==> src/rtl/fetch_unit.sv <==
// -----------------------------------------------------------------------------
// fetch_unit
//
// Instruction-fetch front end. Owns the program counter, issues sequential
// reads to a synchronous instruction memory (1-cycle read latency), buffers
// the returned {pc, instruction} pairs in a small FIFO and presents the FIFO
// head to decode over a valid/ready handshake. A redirect from the EX-stage
// branch unit flushes the FIFO, kills the in-flight response and restarts
// fetching at the (word-aligned) target in the same cycle.
//
// Ports:
//   clk            clock
//   reset          synchronous, active-high reset (priority over all)
//   redirect_i     taken branch/jal/jalr from EX
//   redirect_pc_i  redirect target byte address (low 2 bits ignored)
//   imem_req_o     instruction-memory read request this cycle
//   imem_addr_o    instruction-memory byte address
//   imem_rdata_i   read data, valid exactly 1 cycle after a request
//   if_valid_o     FIFO head holds a valid instruction
//   if_pc_o        PC of the head instruction (0 when empty)
//   if_instr_o     head instruction (0 when empty, acts as a bubble)
//   id_ready_i     decode accepts the head
//   fifo_count_o   number of occupied FIFO entries
// -----------------------------------------------------------------------------
module fetch_unit #(
    parameter int PC_W  = 9,
    parameter int INS_W = 32,
    parameter int DEPTH = 4
) (
    input  logic                         clk,
    input  logic                         reset,
    input  logic                         redirect_i,
    input  logic [PC_W-1:0]              redirect_pc_i,
    output logic                         imem_req_o,
    output logic [PC_W-1:0]              imem_addr_o,
    input  logic [INS_W-1:0]             imem_rdata_i,
    output logic                         if_valid_o,
    output logic [PC_W-1:0]              if_pc_o,
    output logic [INS_W-1:0]             if_instr_o,
    input  logic                         id_ready_i,
    output logic [$clog2(DEPTH+1)-1:0]   fifo_count_o
);

    localparam int CNT_W = $clog2(DEPTH + 1);
    localparam int PTR_W = $clog2(DEPTH);
    localparam logic [CNT_W:0] DEPTH_C = (CNT_W + 1)'(DEPTH);

    logic [PC_W-1:0]  fetch_pc_q;
    logic [PC_W-1:0]  fetch_pc_d;
    logic             inflight_q;
    logic             inflight_d;
    logic [PC_W-1:0]  inflight_pc_q;
    logic [PC_W-1:0]  inflight_pc_d;
    logic [PTR_W-1:0] wr_ptr_q;
    logic [PTR_W-1:0] wr_ptr_d;
    logic [PTR_W-1:0] rd_ptr_q;
    logic [PTR_W-1:0] rd_ptr_d;
    logic [CNT_W-1:0] count_q;
    logic [CNT_W-1:0] count_d;
    logic [PC_W-1:0]  pc_mem_q  [DEPTH];
    logic [INS_W-1:0] ins_mem_q [DEPTH];

    logic [PC_W-1:0]  redirect_pc_aligned_s;
    logic [CNT_W:0]   occupancy_s;
    logic             issue_s;
    logic             enq_s;
    logic             deq_s;
    logic             if_valid_s;
    logic             unused_s;

    // Word-align the redirect target; the dropped low bits never raise an exception.
    assign redirect_pc_aligned_s = {redirect_pc_i[PC_W-1:2], 2'b00};
    assign unused_s              = ^redirect_pc_i[1:0];

    // Queued entries plus the outstanding request: issuing only below DEPTH
    // guarantees that an arriving response always finds a free slot.
    assign occupancy_s = {1'b0, count_q} + {{CNT_W{1'b0}}, inflight_q};
    assign if_valid_s  = (count_q != '0);

    // Request generation: reset silences the port, redirect overrides the issue rule.
    always_comb begin
        issue_s     = 1'b0;
        imem_addr_o = '0;
        if (reset) begin
            issue_s     = 1'b0;
            imem_addr_o = '0;
        end else if (redirect_i) begin
            issue_s     = 1'b1;
            imem_addr_o = redirect_pc_aligned_s;
        end else begin
            issue_s     = (occupancy_s < DEPTH_C);
            imem_addr_o = fetch_pc_q;
        end
        imem_req_o = issue_s;
    end

    // Next-state logic for PC, in-flight tracking and FIFO bookkeeping.
    always_comb begin
        fetch_pc_d    = fetch_pc_q;
        inflight_d    = inflight_q;
        inflight_pc_d = inflight_pc_q;
        wr_ptr_d      = wr_ptr_q;
        rd_ptr_d      = rd_ptr_q;
        count_d       = count_q;
        enq_s         = 1'b0;
        deq_s         = 1'b0;
        if (redirect_i) begin
            // Flush: the previous cycle's response is dropped by not enqueuing
            // it, and a coincident handshake is not a pop.
            fetch_pc_d    = redirect_pc_aligned_s + PC_W'(3'd4);
            inflight_d    = 1'b1;
            inflight_pc_d = redirect_pc_aligned_s;
            wr_ptr_d      = '0;
            rd_ptr_d      = '0;
            count_d       = '0;
        end else begin
            enq_s      = inflight_q;
            deq_s      = if_valid_s && id_ready_i;
            inflight_d = issue_s;
            if (issue_s) begin
                inflight_pc_d = fetch_pc_q;
                fetch_pc_d    = fetch_pc_q + PC_W'(3'd4);
            end else begin
                inflight_pc_d = inflight_pc_q;
                fetch_pc_d    = fetch_pc_q;
            end
            if (enq_s) begin
                wr_ptr_d = wr_ptr_q + PTR_W'(1'b1);
            end else begin
                wr_ptr_d = wr_ptr_q;
            end
            if (deq_s) begin
                rd_ptr_d = rd_ptr_q + PTR_W'(1'b1);
            end else begin
                rd_ptr_d = rd_ptr_q;
            end
            case ({enq_s, deq_s})
                2'b10:   count_d = count_q + CNT_W'(1'b1);
                2'b01:   count_d = count_q - CNT_W'(1'b1);
                default: count_d = count_q;
            endcase
        end
    end

    // State registers and FIFO storage; reset clears everything including in-flight.
    always_ff @(posedge clk) begin
        if (reset) begin
            fetch_pc_q    <= '0;
            inflight_q    <= 1'b0;
            inflight_pc_q <= '0;
            wr_ptr_q      <= '0;
            rd_ptr_q      <= '0;
            count_q       <= '0;
            for (int i = 0; i < DEPTH; i++) begin
                pc_mem_q[i]  <= '0;
                ins_mem_q[i] <= '0;
            end
        end else begin
            fetch_pc_q    <= fetch_pc_d;
            inflight_q    <= inflight_d;
            inflight_pc_q <= inflight_pc_d;
            wr_ptr_q      <= wr_ptr_d;
            rd_ptr_q      <= rd_ptr_d;
            count_q       <= count_d;
            if (enq_s) begin
                pc_mem_q[wr_ptr_q]  <= inflight_pc_q;
                ins_mem_q[wr_ptr_q] <= imem_rdata_i;
            end
        end
    end

    // Head presentation: an empty FIFO shows an all-zero bubble.
    always_comb begin
        if_valid_o   = if_valid_s;
        fifo_count_o = count_q;
        if (if_valid_s) begin
            if_pc_o    = pc_mem_q[rd_ptr_q];
            if_instr_o = ins_mem_q[rd_ptr_q];
        end else begin
            if_pc_o    = '0;
            if_instr_o = '0;
        end
    end

endmodule

==> config.mk <==
export PLATFORM = sky130hd
export DESIGN_NAME = fetch_unit
export DESIGN_NICKNAME = d
export VERILOG_FILES = /design/src/rtl/fetch_unit.sv
export SDC_FILE = /design/constraint.sdc
export NUM_CORES = 1
export LEC_CHECK = 0
export CAP_MARGIN = 0
export CORE_MARGIN = 10
export CORE_UTILIZATION = 42
export DETAILED_ROUTE_END_ITERATION = 12
export PLACE_DENSITY = 0.65
export REMOVE_ABC_BUFFERS = 1
export SYNTH_ARGS = -nofsm -noshare
export SYNTH_HDL_FRONTEND = slang
export SYNTH_SLANG_ARGS = --single-unit
==> constraint.sdc <==
create_clock -name clk -period 2.6 [get_ports clk]
set_input_delay 0.52 -clock clk [delete_from_list [all_inputs] [get_ports clk]]
set_output_delay 0.52 -clock clk [all_outputs]
set_load 0.05 [all_outputs]
# Word level (Yosys, flattened, before mapping)
# Memories as Yosys holds them, arrays and structs flattened. A register that Yosys moved wholly into a read port is not among the register bits.
# Cells that the tools add are included.
# totals
regBits	26
ram_bits	164
input_bits	45
out_inout_bits	55
wordCells	54
mem_count	2
# op_classes
add_sub_neg	7
n_lt_le_gt_ge	1
eq_ne	2
muxes	28
reduce_logical	7
# memory_table
memory	words	word_bits	read_ports	rd_clocked_by_memory_dff	wr	line_no	rtl
ins_mem_q	4	32	1	1	4	61	logic [INS_W-1:0] ins_mem_q [DEPTH];
pc_mem_q	4	9	1	1	4	60	logic [PC_W-1:0] pc_mem_q [DEPTH];
# op_table
op	count
9-bit two-way mux	8
32-bit two-way mux	2
32-bit OR reduction	1
9-bit by 3-bit adder with 9-bit output (second input constant)	2
2-bit two-way mux	6
1-bit two-way mux	11
9-bit OR reduction	1
3-bit case mux with 2 select lines	1
2-bit by 1-bit adder with 2-bit output (second input constant)	2
3-bit by 1-bit adder with 4-bit output	1
4-bit by 3-bit < comparator with 1-bit output (second input constant)	1
2-bit nonzero test	2
3-bit by 1-bit adder with 3-bit output (second input constant)	1
3-bit nonzero test	1
3-bit by 1-bit subtractor with 3-bit output (second input constant)	1
2-bit by 1-bit == test with 1-bit output (second input constant)	1
2-bit == test (second input constant)	1
2-bit OR reduction	1
1-bit logical AND	1

# Depth between registers and ports, before layout
# logic_depth
ltp_word	6
depth_mapped	9
ltp_nobuf	8

# Worst setup path after synthesis
# No wires, ideal clock.
# synth_timing
path_kind	input -> output
from	in redirect_i
to	out imem_addr_o[5]
arrival_ps	2174
t_required_ps	2080
slack_ps	-94
stages	5
n_path_buf	3
path_cell_list	buf_2 buf_1 clkbuf_1 nand2_1 a21oi_1
# synth_between
elab_chain_len	2
# synth_lines
element	line_no	rtl
from (decl)	32	input logic redirect_i,
9-bit two-way mux	87	end else if (redirect_i) begin
9-bit two-way mux	84	if (reset) begin
to (decl)	35	output logic [PC_W-1:0] imem_addr_o,
# No other way between the ends.

==> flow_summary.yaml <==
clocking:
  root_buffer: "clkbuf_16"
  numCtsBuffers: 17
  path_clk_slew_ns: 0.07
  clock_latency_ns: 0.43
  cts_buffer_depth: 2
  cts-htree-levels: 4
  cts_tree: "built"
  clock-sinks: 180
floorplanning:
  die_area_mm2: 0.0258
  io_pins: 100
  coreArea_mm2: 0.0195
  die_w_um: 161
  num_rows: 51
  start_util_pct: 42.7
  die_h_um: 161
grt:
  antenna_found_initial: 1
  grt_start_max_net_pins: 40
  track_usage_pct: 14.7
  grt_overflow: 0
  grt_pass1_vias: 5369
  grt_pass1_wl_um: 29400
setup_path:
  slowest_stage: "mux4_2"
  critical_path_class: "reg2out"
  cp_data_required_time_ns: 2.08
  cp-end-kind: "primary output"
  arrival_ns: 1.95
  reg2reg_slack_ns: 0.42
  cp-start-kind: "flop"
  worstPathCellList: "buf_12, mux4_2, and2_1, buf_12"
  crit_top_cell: "buf_12"
  cpPeakStageDelay_ns: 0.52
  crit_fanout: 16
layout:
  area_delta_synth_final_pct: 30.5
  fin_nets: 737
  drive_above_1_share_pct: 23.5
  fin_util_pct: 55.7
  seq_area_mm2: 0.00517
  multi_input_area_mm2: 0.00294
  n_fill_cell: 1584
sta:
  fin_setup_tns_ns: 0
  hold_violations: 0
  grt_setup_unrepaired: "no"
  min_period_over_period_pct: 94.8
  period_minus_slack_ns: 2.47
  setup_violations: 0
  hold-worst-slack_ns: 0.538
  fmax_mhz: 406
  slew_violations: 0
  skew_ns: 0.00817
  slew_headroom_pct: 64.5
  tightest_slew_ns: 0.530
detailed_routing:
  drc: 0
  wl_per_cell_um: 19.2
  viasPerCell: 5.15
  route.vias.total: 4981
  firstDrtPassIters: 4
  antenna_left: 0
  finalWirelength_um: 18600
  drt_iter0_markers: 353
pwr:
  power_density_mw_per_mm2: 606
  ir_worst_vdd_mv: 0.466
  power_mw: 6.57
  leakagePower_nw: 3.95
run_status:
  status: "complete, no violations"
yosys:
  ys.flop_type: "edfxtp_1"
  syn-instance-count: 583
  yosysSeqAreaShare_pct: 62.2
  synth-seq-cells: 180
  synth_area_per_cell_um2: 14.2
  synth_warnings: 0
  synthesis.area_mm2: 0.00831
  synth_edf_count: 156
  synth_cell_type_count: 43
  synthArstFlopShare_pct: 0
job:
  drv_cap: 0
hold_path:
  hold_class: "reg2reg"
place:
  dp_hpwl_um: 11800
  gp_congestion: 0.797
  portBuffers: 93
==> worst paths after layout <==
path / start / to / cells after the start
setup reg to reg: fifo_count_o[0] / fifo_count_o[2] / 8
hold / removal: inflight_pc_q[3] / inflight_pc_q[3] / 2
hold reg to reg: inflight_pc_q[3] / inflight_pc_q[3] / 2
setup / recovery: flop / if_pc_o[8] / 4
==> state kept, by name, indices dropped and copies added, names as in the netlist, named ones only <==
name           flops
fetch_pc_q         7
inflight_pc_q      7
wr_ptr_q           2
inflight_q         1
rd_ptr_q           2
pc_mem_q          28
ins_mem_q        128
fifo_count_o       3
==> cell usage after synthesis (6+ instances only) <==
master	number	area, µm²
mux2i_1	8	80.1
dfxtp_1	24	480
inv_1	7	26.3
xnor2_1	6	52.6
nor2_1	21	78.8
a21oi_1	13	65.1
nand2_1	13	48.8
edfxtp_1	156	4680
clkbuf_2	8	40.0
clkbuf_1	20	75.1
mux4_2	39	878
and2_1	196	1230
==> cell usage in the layout (no fill, tap or decap), types with 6 or more instances in the layout <==
master / instances
mux2i_1: 8
dfxtp_1: 22
mux4_2: 39
xnor2_1: 6
and2_1: 196
nor2_1: 20
edfxtp_1: 156
inv_1: 7
nand2_1: 13
clkbuf_16: 17
buf_4: 19
a21oi_1: 13
buf_12: 61
clkdlybuf4s50_1: 45
==> report_power, final <==
group	switching (mW)	internal, mW	total (mW)
clock network	1.09	1.33	2.41
logic	0.440	0.392	0.832
registers	0.0577	3.27	3.33
total	1.58	4.99	6.57
==> stage by stage <==
step	area (µm²)	worst slack (ns)	std cells
4_1_cts	10800	0.0581	967
5_1_grt	10800	0.0303	968
6_report	10800	0.134	968
2_1_floorplan	8110	-0.615	545
3_5_place_dp	10300	0.000240	934
3_3_place_gp	10300	0.0753	934
==> layer usage <==
layer  track usage (%)  part of all wire, %
met2              24.1                   49
met4              4.38                  1.4
met5                 0                    0
met1              18.2                   43
met3              4.73                  6.8
==> timing repair <==
| action | 4_1_cts | 5_1_grt |
|---|---|---|
| endpoints found under the setup margin | 8 | 1 |
| hold buffers | 0 | 0 |
| setup buffers | 1 | 0 |
| resized for setup | 0 | 1 |
==> layout make-up <==
cell class / instances / area share, %
Tap cell: 265 / 3.06
Multi-Input combinational cell: 358 / 27.1
Timing Repair Buffer: 125 / 16.7
Clock buffer: 18 / 3.96
Antenna cell: 1 / 0.0231
Sequential cell: 180 / 47.7
Clock inverter: 14 / 1.19
Inverter: 7 / 0.242
==> cells by family (layout without fill, tap and decap cells) <==
kind of cell,after synthesis,after routing,share of synthesized area (%)
mux,49,49,11.8
other cells,1,5,0.0451
compound gates,34,34,2.67
simple gates,257,257,18.8
fa+ha+maj,3,3,0.542
xor+xnor,11,11,1.16
flops,180,180,62.2
buf+inv,48,164,2.77
==> worst max-delay path, delay by kind of cell (launching register included) <==
family                 cells  cell delay, ns
DFF                        1            0.38
and+or+nand+nor            1            0.23
buffers and inverters      2            0.37
muxes                      1            0.52
(Power assumes the default switching activity.)
